`config.mk`:
```
export PLATFORM = sky130hd
export DESIGN_NAME = gpio_pad_sampler
export DESIGN_NICKNAME = d
export VERILOG_FILES = /design/src/rtl/gpio_pad_sampler.sv
export SDC_FILE = /design/constraint.sdc
export NUM_CORES = 2
export LEC_CHECK = 0
export BUFFER_PORTS_ARGS = -buffer_cell sky130_fd_sc_hd__buf_2
export CAP_MARGIN = 10
export CORE_MARGIN = 4
export CORE_UTILIZATION = 24
export CTS_BUF_LIST = sky130_fd_sc_hd__clkbuf_4 sky130_fd_sc_hd__clkbuf_8 sky130_fd_sc_hd__clkbuf_16
export CTS_CLUSTER_SIZE = 28
export DETAILED_ROUTE_END_ITERATION = 8
export HOLD_SLACK_MARGIN = 0.12
export PLACE_DENSITY_LB_ADDON = 0.1
export RECOVER_POWER = 25
export REMOVE_ABC_BUFFERS = 1
export SLEW_MARGIN = 20
export SYNTH_ARGS = -nofsm -noshare
export SYNTH_HDL_FRONTEND = slang
export SYNTH_SLANG_ARGS = --single-unit
```
`constraint.sdc`:
```
create_clock -name clk_i -period 3.8 [get_ports clk_i]
set_clock_uncertainty 0.1 [all_clocks]
set_input_delay 0.57 -clock clk_i [delete_from_list [all_inputs] [get_ports clk_i]]
set_output_delay 0.57 -clock clk_i [all_outputs]
set_load 0.02 [all_outputs]
```
`src/rtl/gpio_pad_sampler.sv`:
```
// gpio_pad_sampler: synchronises pad inputs, optionally debounces them, and raises sticky per-pin interrupt status
module gpio_pad_sampler #(
  parameter int NUM_GPIO = 64,
  parameter int NUM_PADS = 62,
  parameter int DEB_W = 8
) (
  input  logic                  clk_i,
  input  logic                  rst_i,
  input  logic [NUM_GPIO-1:0]   pad_in_i,
  input  logic [NUM_GPIO-1:0]   gpio_dir_i,
  input  logic [NUM_GPIO-1:0]   deb_en_i,
  input  logic [DEB_W-1:0]      deb_thresh_i,
  input  logic [NUM_GPIO-1:0]   irq_en_i,
  input  logic [2*NUM_GPIO-1:0] irq_type_i,
  input  logic [NUM_GPIO-1:0]   irq_clr_i,
  output logic [NUM_GPIO-1:0]   gpio_in_o,
  output logic [NUM_GPIO-1:0]   irq_status_o,
  output logic                  irq_o
);
  logic [NUM_PADS-1:0] s1_q, s2_q, filt_q, filt_d, status_q, status_d, evt;
  logic [DEB_W-1:0] cnt_q [NUM_PADS];
  logic [DEB_W-1:0] cnt_d [NUM_PADS];
  logic [1:0] typ;
  always_comb begin
    typ = 2'b00;
    for (int k = 0; k < NUM_PADS; k++) begin
      filt_d[k] = (!deb_en_i[k] || (s2_q[k] != filt_q[k] && cnt_q[k] >= deb_thresh_i)) ? s2_q[k] : filt_q[k];
      cnt_d[k] = (deb_en_i[k] && s2_q[k] != filt_q[k] && cnt_q[k] < deb_thresh_i) ? cnt_q[k] + 1'b1 : '0;
      typ = irq_type_i[2*k +: 2];
      evt[k] = irq_en_i[k] & ~gpio_dir_i[k] &
               (typ == 2'b00 ? filt_d[k] & ~filt_q[k] :
                typ == 2'b01 ? ~filt_d[k] & filt_q[k] :
                typ == 2'b10 ? filt_d[k] ^ filt_q[k] : filt_d[k]);
      status_d[k] = evt[k] | (status_q[k] & ~irq_clr_i[k]);
    end
  end
  always_ff @(posedge clk_i) begin
    if (rst_i) begin
      s1_q <= '0;
      s2_q <= '0;
      filt_q <= '0;
      status_q <= '0;
      for (int k = 0; k < NUM_PADS; k++) cnt_q[k] <= '0;
    end else begin
      s1_q <= pad_in_i[NUM_PADS-1:0];
      s2_q <= s1_q;
      filt_q <= filt_d;
      status_q <= status_d;
      cnt_q <= cnt_d;
    end
  end
  assign gpio_in_o = NUM_GPIO'(filt_q);
  assign irq_status_o = NUM_GPIO'(status_q);
  assign irq_o = |status_q;
  generate
    if (NUM_PADS < NUM_GPIO) begin : g_tie
      logic unused_hi;
      assign unused_hi = ^{pad_in_i[NUM_GPIO-1:NUM_PADS], gpio_dir_i[NUM_GPIO-1:NUM_PADS],
                           deb_en_i[NUM_GPIO-1:NUM_PADS], irq_en_i[NUM_GPIO-1:NUM_PADS],
                           irq_type_i[2*NUM_GPIO-1:2*NUM_PADS], irq_clr_i[NUM_GPIO-1:NUM_PADS]};
    end
  endgenerate
endmodule

```
After elaboration in Yosys (flattened, before gate mapping):

Cells that the tools add are included.

* register bits: 744
* input port bits: 458
* output and inout bits: 129
* logic and storage cells: 1865

* add/sub/neg operators: 62
* order comparisons: 124
* equality and inequality tests: 186
* muxes and demuxes: 248
* bitwise logic cells: 744
* reductions and logical operators: 435

Operator list (count)
* $add 8x1->8 const B: 62
* $ge 8x8->1: 62
* $lt 8x8->1: 62
* $and 1x1->1: 310
* $not 1->1: 310
* $mux 1: 248
* $logic_and 1x1->1: 186
* $eq 2x1->1 const B: 62
* $eq 2x2->1 const B: 62
* $logic_not 2->1: 62
* $reduce_or 2->1: 62
* $logic_not 1->1: 62
* $logic_or 1x1->1: 62
* $ne 1x1->1: 62
* $or 1x1->1: 62
* $reduce_or 62->1: 1
* $xor 1x1->1: 62

Logic depth before layout (Yosys ltp):

* word-level depth: 10
* depth in mapped cells: 13
* gate-level depth less buffers: 13

Worst setup path before layout:

No wires, ideal clock.

* path type: input -> register
* start point: input deb_thresh_i[5]
* end point: register status_q[61]
* setup time: 0.144 ns
* arrival time: 3.902 ns
* required time: 3.556 ns
* path slack: -0.346 ns
* stages: 11
* buffers on the path: 0
* path through: inv_1 ha_1 a211oi_1 o21ai_0 a21oi_1 mux2_2 ha_1 o311ai_0 nor3_1 a21oi_1 o311ai_1

* longest elaborated chain between the ends: 10
* elaborated cells on any way between the ends: 13
* those cells by class: order compare (1); mux (4); bitwise (6); reduce/logical (2)

Ends and longest elaborated chain
* start, declared: RTL line 12 `input logic [DEB_W-1:0] deb_thresh_i,`
* $ge 8x8->1 *: RTL line 27 `filt_d[k] = (!deb_en_i[k] || (s2_q[k] != filt_q[k] && cnt_q[k] >= deb_thresh_i)) ? s2_q[k] : filt_q[k];`
* $logic_and 1x1->1 *: RTL line 27
* $logic_or 1x1->1 *: RTL line 27
* $mux 1 *: RTL line 27
* $xor 1x1->1 / $not 1->1 (equally long branches): RTL line 33, 32
* $mux 1 / $and 1x1->1 (equally long branches): RTL line 33, 32
* $mux 1: RTL line 32 `typ == 2'b01 ? ~filt_d[k] & filt_q[k] :`
* $mux 1 *: RTL line 31 `(typ == 2'b00 ? filt_d[k] & ~filt_q[k] :`
* $and 1x1->1 *: RTL line 30 `evt[k] = irq_en_i[k] & ~gpio_dir_i[k] &`
* $or 1x1->1 *: RTL line 34 `status_d[k] = evt[k] | (status_q[k] & ~irq_clr_i[k]);`
* end signal, assigned: RTL line 48 `status_q <= status_d;`
* end, declared: RTL line 20 `logic [NUM_PADS-1:0] s1_q, s2_q, filt_q, filt_d, status_q, status_d, evt;`

Mark *: on every way between the ends. The rest lies on a longest branch, timed or not.
A chain may end at the register's enable or synchronous reset.

Worst setup path in the final report:

* start point: input deb_thresh_i[1]
* end point: register status_q[28]

The elaborated chain is that of the path after synthesis.

==> impl_metrics.yaml <==
clock_tree:
  numCtsBuffers: 101
  cts_buffer_depth: 3
  clock_latency_ns: 0.71
  root_buffer: "clkbuf_16"
  cts_tree: "built"
  clkSinkCount: 744
  clk_pin_slew_ns: 0.06
  htreeDepth: 3
logic_synthesis:
  postSynthCellCount: 5075
  synth_cell_type_count: 46
  ys_ff_latch: 744
  async_flop_share: 0
  muxShareOfSynthArea: 0.000251
  synth_top_family_by_area: "simple AND/OR/NAND/NOR gates"
  synthSimpleGateAreaFrac: 0.234
  synth_top_flop_cell: "dfxtp_1"
  avgSynthCellArea_um2: 8.82
  seq_area_frac_synth: 0.333
  synthXorXnorAreaFrac: 0.0849
  synth_compound_area_frac: 0.131
  yosys_warnings: 0
  synth-edff-count: 0
  netlist_area_mm2: 0.0448
  synth-adder-area-share: 0.173
setup_path:
  startpoint_type: "primary input"
  critPathMaxFanout: 15
  regToRegSetupSlack_ns: 0.16
  path_buf_inv: 6
  path_cells: "buf_4, clkinv_8, buf_4, buf_12, ha_1, nor2b_1, o211ai_1, a31oi_2, or3_4, nand2_1, ha_1, nand3b_1, o2111ai_1, dlygate4sd3_1, a21oi_1, dlygate4sd3_1, o211a_1"
  worstPathArrival_ns: 4.24
  cp_slowest_cell: "dlygate4sd3_1"
  crit_family: "buffers and inverters"
  crit_path_end_kind: "flip-flop"
  crit_type: "in2reg"
  cp.required_ns: 4.34
  max_stage_delay_ns: 0.57
floorplan:
  placementRows: 158
  io_pins: 587
  die_x_um: 440
  die-area_mm2: 0.194
  coreArea_mm2: 0.185
  dieHeight_um: 440
  initial_core_util: 0.241
detailed_routing:
  first_pass_iters: 4
  ant_nets: 0
  drtIter0Drc: 1151
  drc: 0
  post_drt_wl_per_cell_um: 16.7
  wirelength_um: 144000
  vias_per_cell: 4.51
  vias: 38800
power_and_ir_drop:
  leakagePower_nw: 23.4
  ir_drop_mv: 0.351
  total_power_mw: 19.9
  power.density_mw_per_mm2: 345
place:
  gp_congestion: 0.767
  dpl_worst_slack_ns: 0.145
  dpl_cell_area_mm2: 0.0509
  dp_hpwl_um: 107000
  io_buffer_count: 568
global_route:
  antenna_found_initial: 34
  grt_pass1_vias: 38800
  grt_first_pass_wirelength_um: 220000
  grt_usage: 0.143
  globalRoute.totalOverflow: 0
  grt_max_degree: 74
flow_run:
  cap_violations: 1
timing:
  finalCritPeriodShare: 0.975
  slew_headroom: -0.498
  hold_viol_final: 0
  slew_viol_final: 72
  min_period_ns: 3.70
  fin_ws_ns: 0.0966
  fmax_mhz: 270
  fin_setup_tns_ns: 0
  worstMarginPinSlew_ns: 2.25
  finalSetupViolCount: 0
finish:
  final_area_mm2: 0.0578
  final_cell_mix: "dfxtp_1, ha_1, buf_2"
  layout-drive-gt1-share: 0.178
  layout_commonest_cell: "dfxtp_1"
  nets: 7117
  syn2layout_area_growth_pct: 29.0
  fill_cells: 19800
status:
  violations: "max-capacitance violations, max-slew violations"
  status: "finished, violations left"
worst_hold_path:
  hp-class: "in2reg"
stage by stage:
stage	util	instances	hold WS, ns
final	0.311	8614	0.153
after detailed placement	0.275	8095	0.322
after global routing	0.311	8612	0.142
after global placement	0.275	8095	0.316
after CTS	0.309	8570	0.120
after floorplan	-	4975	0.314
registers in the layout (all words and copies together) (netlist names):
signal    cells
s1_q         62
cnt_q       496
filt_q       62
s2_q         62
status_q     62
cell usage after synthesis (all sizes together), types with 17 or more instances:
cell	number	area, um2
clkbuf	17	63.8
xor2	286	2500
nand3b	122	916
o211a	34	340
or4	62	503
and3	115	719
nand3	340	1700
inv	351	1320
o221ai	27	236
a21oi	308	1760
nand2	229	860
o21ai	134	671
a31oi	88	551
ha	620	7760
nor2b	222	1390
xnor2	148	1300
nand2b	61	382
nor3	35	175
dfxtp	744	14900
nor2	582	2360
o211ai	89	668
a2111o	34	383
buf	86	566
nand4	127	795
o2111ai	95	1190
or3	62	388
or2	30	188
timing repair:
item	4_1_cts	5_1_grt
pin swaps	0	40
setup buffers	0	35
endpoints found under the hold margin	158	0
cloned	0	3
hold buffers	295	0
gates resized for setup	1	71
endpoints found under the setup margin	1	16
final cells by class:
class | instances | area (um2) | share of cell area
Timing Repair Buffer | 961 | 6750 | 0.117
Clock inverter | 35 | 364 | 0.00630
Antenna cell | 18 | 45.0 | 0.000780
Clock buffer | 145 | 3040 | 0.0526
Tap cell | 2480 | 3100 | 0.0537
Sequential cell | 744 | 14900 | 0.258
Inverter | 351 | 1350 | 0.0234
Multi-Input combinational cell | 3880 | 28200 | 0.488
tightest hold or removal path, stage by stage:
cell and delay, ns:
buf_2 0.10, nor2_1 0.09, a21oi_1 0.08, o211ai_1 0.09
final timing paths:
kind	startpoint	end	cells after the start
max	deb_thresh_i[1]	status_q[28]$_SDFF_PP0_	17
min	irq_clr_i[50]	status_q[50]$_SDFF_PP0_	4
max reg2reg	cnt_q[265]$_SDFF_PP0_	status_q[28]$_SDFF_PP0_	13
min reg2reg	s1_q[17]$_SDFF_PP0_	s2_q[17]$_SDFF_PP0_	1
power breakdown:
part | internal (mW) | switching [mW] | leakage [nW]
Sequential | 7.92 | 0.128 | 6.04
Combinational | 0.934 | 1.13 | 15.6
Clock | 5.93 | 3.86 | 1.72
Total | 14.8 | 5.11 | 23.4
cells by family after synthesis:
logic type	count (synthesis)
adder cells (fa/ha/maj)	620
XOR/XNOR	434
flip-flops	744
buffers and inverters	454
other	1
AO/OA/AOI/OAI	816
AND/OR/NAND/NOR	2005
multiplexers	1
layer usage:
metal	part of all wire	global-route usage	vias to the layer above
met5	0.00028	0	-
met4	0.040	0.0631	6
met3	0.034	0.0223	199
met2	0.48	0.248	511
met1	0.44	0.175	18100
li1	-	-	20000
No activity file was read; power rests on OpenSTA's default activity.
